### config.mk
export PLATFORM = sky130hd
export DESIGN_NAME = pong_match_ctrl
export DESIGN_NICKNAME = d
export VERILOG_FILES = /design/src/rtl/pong_match_ctrl.sv
export SDC_FILE = /design/constraint.sdc
export NUM_CORES = 1
export LEC_CHECK = 0
export ABC_AREA = 1
export CAP_MARGIN = 20
export CORE_MARGIN = 5
export CORE_UTILIZATION = 25
export CTS_BUF_LIST = sky130_fd_sc_hd__clkbuf_8
export CTS_CLUSTER_SIZE = 30
export DETAILED_ROUTE_END_ITERATION = 10
export GPL_ROUTABILITY_DRIVEN = 0
export PLACE_DENSITY_LB_ADDON = 0.08
export SLEW_MARGIN = 20
export SYNTH_ARGS = -nofsm -noshare
export SYNTH_HDL_FRONTEND = slang
export SYNTH_SLANG_ARGS = --single-unit
### constraint.sdc
create_clock -name clk -period 1.44 [get_ports clk]
set_input_delay 0.432 -clock clk [delete_from_list [all_inputs] [get_ports clk]]
set_output_delay 0.432 -clock clk [all_outputs]
set_load 0.02 [all_outputs]
### src/rtl/pong_match_ctrl.sv
// Pong match sequencer: serve / play / point / game-over FSM with score keeping and winner decision.
// Optional macro PONG_WIN_BY_TWO_EN switches the win condition to "reach WIN_SCORE with a lead of two".
module pong_match_ctrl #(
  parameter int WIN_SCORE    = 7,
  parameter int SERVE_FRAMES = 60,
  parameter int POINT_FRAMES = 30
) (
  input  logic       clk,
  input  logic       reset,
  input  logic       start,
  input  logic       frame_tick,
  input  logic       miss_left,
  input  logic       miss_right,
  output logic       paddle_en,
  output logic       ball_en,
  output logic       ball_reset,
  output logic       serve_dir,
  output logic [3:0] score_left,
  output logic [3:0] score_right,
  output logic [1:0] winner,
  output logic [2:0] state
);

  typedef enum logic [2:0] {
    ST_IDLE  = 3'd0,
    ST_SERVE = 3'd1,
    ST_PLAY  = 3'd2,
    ST_POINT = 3'd3,
    ST_OVER  = 3'd4
  } state_t;

  localparam logic [3:0] WIN4       = 4'(WIN_SCORE);
  localparam logic [7:0] SERVE_LAST = 8'(SERVE_FRAMES - 1);
  localparam logic [7:0] POINT_LAST = 8'(POINT_FRAMES - 1);

  state_t     state_q, state_d;
  logic [7:0] frame_cnt_q, frame_cnt_d;
  logic [3:0] score_left_q, score_left_d;
  logic [3:0] score_right_q, score_right_d;
  logic       serve_dir_q, serve_dir_d;
  logic [1:0] winner_q, winner_d;
  logic       paddle_en_q, paddle_en_d;
  logic       ball_en_q, ball_en_d;
  logic       ball_reset_q, ball_reset_d;
  logic       left_wins, right_wins;

`ifdef PONG_WIN_BY_TWO_EN
  // Five-bit compare so score+2 cannot overflow near the 4-bit ceiling.
  assign left_wins  = (score_left_q >= WIN4) &&
                      ({1'b0, score_left_q} >= ({1'b0, score_right_q} + 5'd2));
  assign right_wins = (score_right_q >= WIN4) &&
                      ({1'b0, score_right_q} >= ({1'b0, score_left_q} + 5'd2));
`else
  assign left_wins  = (score_left_q == WIN4);
  assign right_wins = (score_right_q == WIN4);
`endif

  always_comb begin
    state_d       = state_q;
    frame_cnt_d   = frame_cnt_q;
    score_left_d  = score_left_q;
    score_right_d = score_right_q;
    serve_dir_d   = serve_dir_q;
    winner_d      = winner_q;

    case (state_q)
      ST_IDLE, ST_OVER: begin
        if (start) begin
          state_d       = ST_SERVE;
          score_left_d  = 4'd0;
          score_right_d = 4'd0;
          winner_d      = 2'b00;
          serve_dir_d   = 1'b1;
        end
      end
      ST_SERVE: begin
        if (frame_tick) begin
          if (frame_cnt_q == SERVE_LAST) state_d = ST_PLAY;
          else frame_cnt_d = frame_cnt_q + 8'd1;
        end
      end
      ST_PLAY: begin
        if (miss_left && miss_right) begin
          state_d = ST_SERVE;
        end else if (miss_left) begin
          score_right_d = score_right_q + 4'd1;
          serve_dir_d   = 1'b0;
          state_d       = ST_POINT;
        end else if (miss_right) begin
          score_left_d = score_left_q + 4'd1;
          serve_dir_d  = 1'b1;
          state_d      = ST_POINT;
        end
`ifdef PONG_WIN_BY_TWO_EN
        // Deuce: pull both back one point so scores stay within 4 bits.
        if (score_left_d == WIN4 && score_right_d == WIN4) begin
          score_left_d  = WIN4 - 4'd1;
          score_right_d = WIN4 - 4'd1;
        end
`endif
      end
      ST_POINT: begin
        if (frame_tick) begin
          if (frame_cnt_q == POINT_LAST) begin
            if (left_wins) begin
              state_d  = ST_OVER;
              winner_d = 2'b01;
            end else if (right_wins) begin
              state_d  = ST_OVER;
              winner_d = 2'b10;
            end else begin
              state_d = ST_SERVE;
            end
          end else begin
            frame_cnt_d = frame_cnt_q + 8'd1;
          end
        end
      end
      default: state_d = ST_IDLE;
    endcase

    if (state_d != state_q) frame_cnt_d = 8'd0;

    // Enables are registered from the next state so they line up with the state output.
    paddle_en_d  = (state_d == ST_SERVE) || (state_d == ST_PLAY);
    ball_en_d    = (state_d == ST_PLAY);
    ball_reset_d = (state_d == ST_SERVE) && (state_q != ST_SERVE);
  end

  always_ff @(posedge clk) begin
    if (reset) begin
      state_q       <= ST_IDLE;
      frame_cnt_q   <= 8'd0;
      score_left_q  <= 4'd0;
      score_right_q <= 4'd0;
      serve_dir_q   <= 1'b1;
      winner_q      <= 2'b00;
      paddle_en_q   <= 1'b0;
      ball_en_q     <= 1'b0;
      ball_reset_q  <= 1'b0;
    end else begin
      state_q       <= state_d;
      frame_cnt_q   <= frame_cnt_d;
      score_left_q  <= score_left_d;
      score_right_q <= score_right_d;
      serve_dir_q   <= serve_dir_d;
      winner_q      <= winner_d;
      paddle_en_q   <= paddle_en_d;
      ball_en_q     <= ball_en_d;
      ball_reset_q  <= ball_reset_d;
    end
  end

  assign paddle_en   = paddle_en_q;
  assign ball_en     = ball_en_q;
  assign ball_reset  = ball_reset_q;
  assign serve_dir   = serve_dir_q;
  assign score_left  = score_left_q;
  assign score_right = score_right_q;
  assign winner      = winner_q;
  assign state       = state_q;

endmodule

==> metrics.md <==
| Metric | Value |
|---|---|
| Status | finished with violations |
| Violated checks | setup timing |
| Nets | 322 |
| Total Die Area | slightly above 8000 sq um |
| Switching power | 445.9 uW |
| CTS Buf Count | 3 |
| M1 GR Usage | about 17% |
| Asr flop ratio synth | 0% |
| Clock Path Buffers | 2 |
| Number of synthesized flops with an enable pin | 0 |
| Final Cycle Share | 105.5% |
| Worst R2R Setup Slack | -0.08 ns |
| Synthesis-to-layout area growth | 67.82% |
| Fin Clk Skew | 0.005091 ns |
| GRT overflow | 0 |
| Top cells by area, synth | dfxtp_1 31%, nand2_1 12%, inv_1 7.8%, nand3_1 6.9%, nor2_1 5.4% |
| Pwr Density | around 550 nW/um^2 |
| Fmax | 658.4 MHz |
| Hold Path Class | flop to flop |
| Placed inst area | between 2000 and 2500 sq um |
| Placed insts | around 370 |
| Mapped Area | between 1500 and 2000 sq um |
| Post-synthesis sequential area ratio | a little under a third |
| Total track usage | between 10% and 20% |
| Crit-path max FO | 8 |
| Top cells by count, synth | 52 x nand2_1, 33 x inv_1, 25 x dfxtp_1, 23 x nor2_1, 22 x nand3_1 |
| Finished Cell Area | around 2700 sq um |
| Post-DP HPWL | around 3500 um |
| Final antenna-violating net count | 0 |
| CP bufs+invs | 1 |
| Slew Limit Fails | 0 |
| Max-slew headroom | between 70% and 80% |
| Fill count | ~680 |
| Flops & latches, synth | 25 |
| VDD IR max | about 0.32 mV |
| P_leak | 0.001227 uW |
| Post-Syn Nets | between 200 and 250 |
| Reg2reg end | frame_cnt_q[7] |
| CTS tree | done |
| Worst-Skew Late Latency | 0.27 ns |
| Vias | ~1700 |
| WL/cell | 12.40 um |
| Hold slack | approximately 0.47 ns |
| Minimum clock period | 1.519 ns |
| Switching share of power | slightly above 30% |
| IO buf count | 22 |
| CP max stage cell | dfxtp_4 |
| Number of distinct library cells after synthesis | 34 |
| Final setup vio count | 10 |
| WP data required | 1.61 ns |
| Ratio of cells with drive above 1 in the final layout | between 50 and 60% |
| Area share of the largest cell type after synthesis | between 30% and 40% |
| Final WS setup | -0.07885 ns |
| RR Startpoint | frame_cnt_q[1] |
| Vias per cell | 4.451 |
| Die width | between 80 and 90 um |
| Worst setup EP type | flop |
| Synth Flop Type | dfxtp_1 |
| Most used routing layer | met2 |
| Worst Hold Path Cells | 2 |
| # Max-Cap Violations | 0 |
| Die H | ~90 um |
| Setup repair after global routing missed its margin | yes |
| Synth warn | 0 |
| Finished Layout Cells | a little under 400 |
| Critical path class | flop to flop |
| Worst hold start | serve_dir |
| Count leader, synth | nand2_1 |
| Hold Path Sink | serve_dir |
| P_int | ~1000 uW |
| Initial Utilization | approximately 25% |
| IO Count | 23 |
| Initial DRT Pass Iterations | 4 |
| Cell mode on critical path | nand2_2 |
| Hold buffers post-CTS | 0 |
| Max stage delay on crit path | roughly 0.38 ns |
| CTS clock-pin slew for the worst setup and hold paths | roughly 0.10 ns |
| Crit-path cells | inv_4, ha_4, nand2_2, nor2_1, nand2_1, nand2_2, and2_4, nand3_4, nand2_8, nor3_2 |
| Reg2reg path depth | 10 |
| Worst slew pin tran | 0.3597 ns |
| GRT met3 Usage | 2.922% |
| Combinational power share | a little over a fifth |
| Initial antenna violation count | 0 |
| Global-route wire length before repair | roughly 8000 um |
| CTS sink cnt | 25 |
| Gate count of the mapped netlist | 232 |
| Worst path top cell family by delay | simple AND/OR/NAND/NOR gates |
| Row count | 29 |
| Met2 Resource Use GR | a little under a fifth |
| Critical path arrival | around 1.7 ns |
| Sequential cell fraction of total power | 48.9% |
| CTS Root Cell | clkbuf_8 |
| Post-Route WL | just under 5000 um |
| Drt initial violations | 52 |
| Worst Setup Start Kind | flop |
| Yosys top cell by area | dfxtp_1 |
| Core Box Area | ~6300 sq um |
| ANT cells | 0 |
| Largest net degree at the start of global routing | 14 |
| Vias in the first global route | between 1500 and 2000 |
| Clock share of power | slightly below 30% |
| Post-Syn Area per Cell | 6.887 sq um |
| H-tree depth | 1 |
| Post-route DRC | 0 |
| Setup tns final | -0.6323 ns |
| Fin. Hold Viols | 0 |
[worst max path at each step]
stage	cells past startpoint	to	start	slack, ns
5_1_grt	9	frame_cnt_q[1]	frame_cnt_q[1]	-0.17
4_1_cts	10	frame_cnt_q[7]	frame_cnt_q[1]	-0.07
2_1_floorplan	11	frame_cnt_q[2]	frame_cnt_q[0]	0.006
3_3_place_gp	7	frame_cnt_q[7]	frame_tick	-0.47
6_report	10	frame_cnt_q[7]	frame_cnt_q[1]	-0.08
3_5_place_dp	7	frame_cnt_q[1]	frame_tick	-0.50
[layer usage]
metal | wire length, um | vias up
met5 | 0 | -
met4 | 29 | 0
met3 | 189 | 2
met2 | 2108 | 23
met1 | 2482 | 799
li1 | - | 903
[logic make-up (layout without fill, tap and decap cells)]
family                     Yosys count  after routing  share of synthesized area [%]
and+or+nand+nor                    133            134                          44.25
buffers and inverters               40            118                          9.866
AOI/OAI and AO/OA                   27             27                          9.789
DFF                                 25             25                          31.32
adders and majority gates            4              4                          3.132
xor gates and xnor gates             3              3                          1.645
[tightest hold or removal path, delay by kind of cell, from the launching register on]
family,cells,cell delay (ns)
flip-flops,1,0.34
AND/OR/NAND/NOR,2,0.11
[power groups by stage]
stage,logic [uW],clock network (uW),registers [uW]
3_3_place_gp,259,0,740
6_report,316,436,720
3_5_place_dp,257,0,739
4_1_cts,275,465,722
2_1_floorplan,110,0,762
5_1_grt,345,483,723
[per-stage QoR]
step                      utilization [%]  setup WS (ns)  power (uW)
final                               42.71       -0.07885        1472
after global routing                42.71        -0.1659        1551
after CTS                           40.00       -0.07162        1462
after detailed placement            35.84        -0.4955       996.2
after global placement              35.84        -0.4672       998.8
after floorplan                         -       0.005744       871.7
[cell type report]
| cell class | instances | area (sq um) | area share (%) |
|---|---|---|---|
| Tap cell | 77 | 96.34 | 3.593 |
| Inverter | 37 | 143.9 | 5.366 |
| Clock inverter | 1 | 3.754 | 0.1400 |
| Multi-Input combinational cell | 168 | 1261 | 47.04 |
| Clock buffer | 3 | 41.29 | 1.540 |
| Sequential cell | 25 | 529.3 | 19.74 |
| Timing Repair Buffer | 77 | 605.6 | 22.59 |
[registers in the layout (all words and copies together), names as in the netlist]
signal,cells
ball_en,1
ball_reset,1
frame_cnt_q,8
paddle_en,1
score_left,4
score_right,4
serve_dir,1
state,3
winner,2
[placed cells by master, fill, tap and decap left out, types with 8 or more instances in the layout]
cell type / n
nand2_2: 19
dlygate4sd2_1: 10
nand2_1: 32
dfxtp_1: 12
inv_2: 11
inv_1: 25
nand3_1: 13
nor3_2: 8
buf_4: 52
nand3_2: 10
dfxtp_2: 8
nand2_4: 8
nor2_1: 16
[what timing repair did]
action	4_1_cts	5_1_grt
endpoints found under the setup margin	35	32
gates resized for setup	77	64
pin swaps	31	29
buffers inserted	5	6
cloned	1	0
Power figures use the tool's default switching activity.
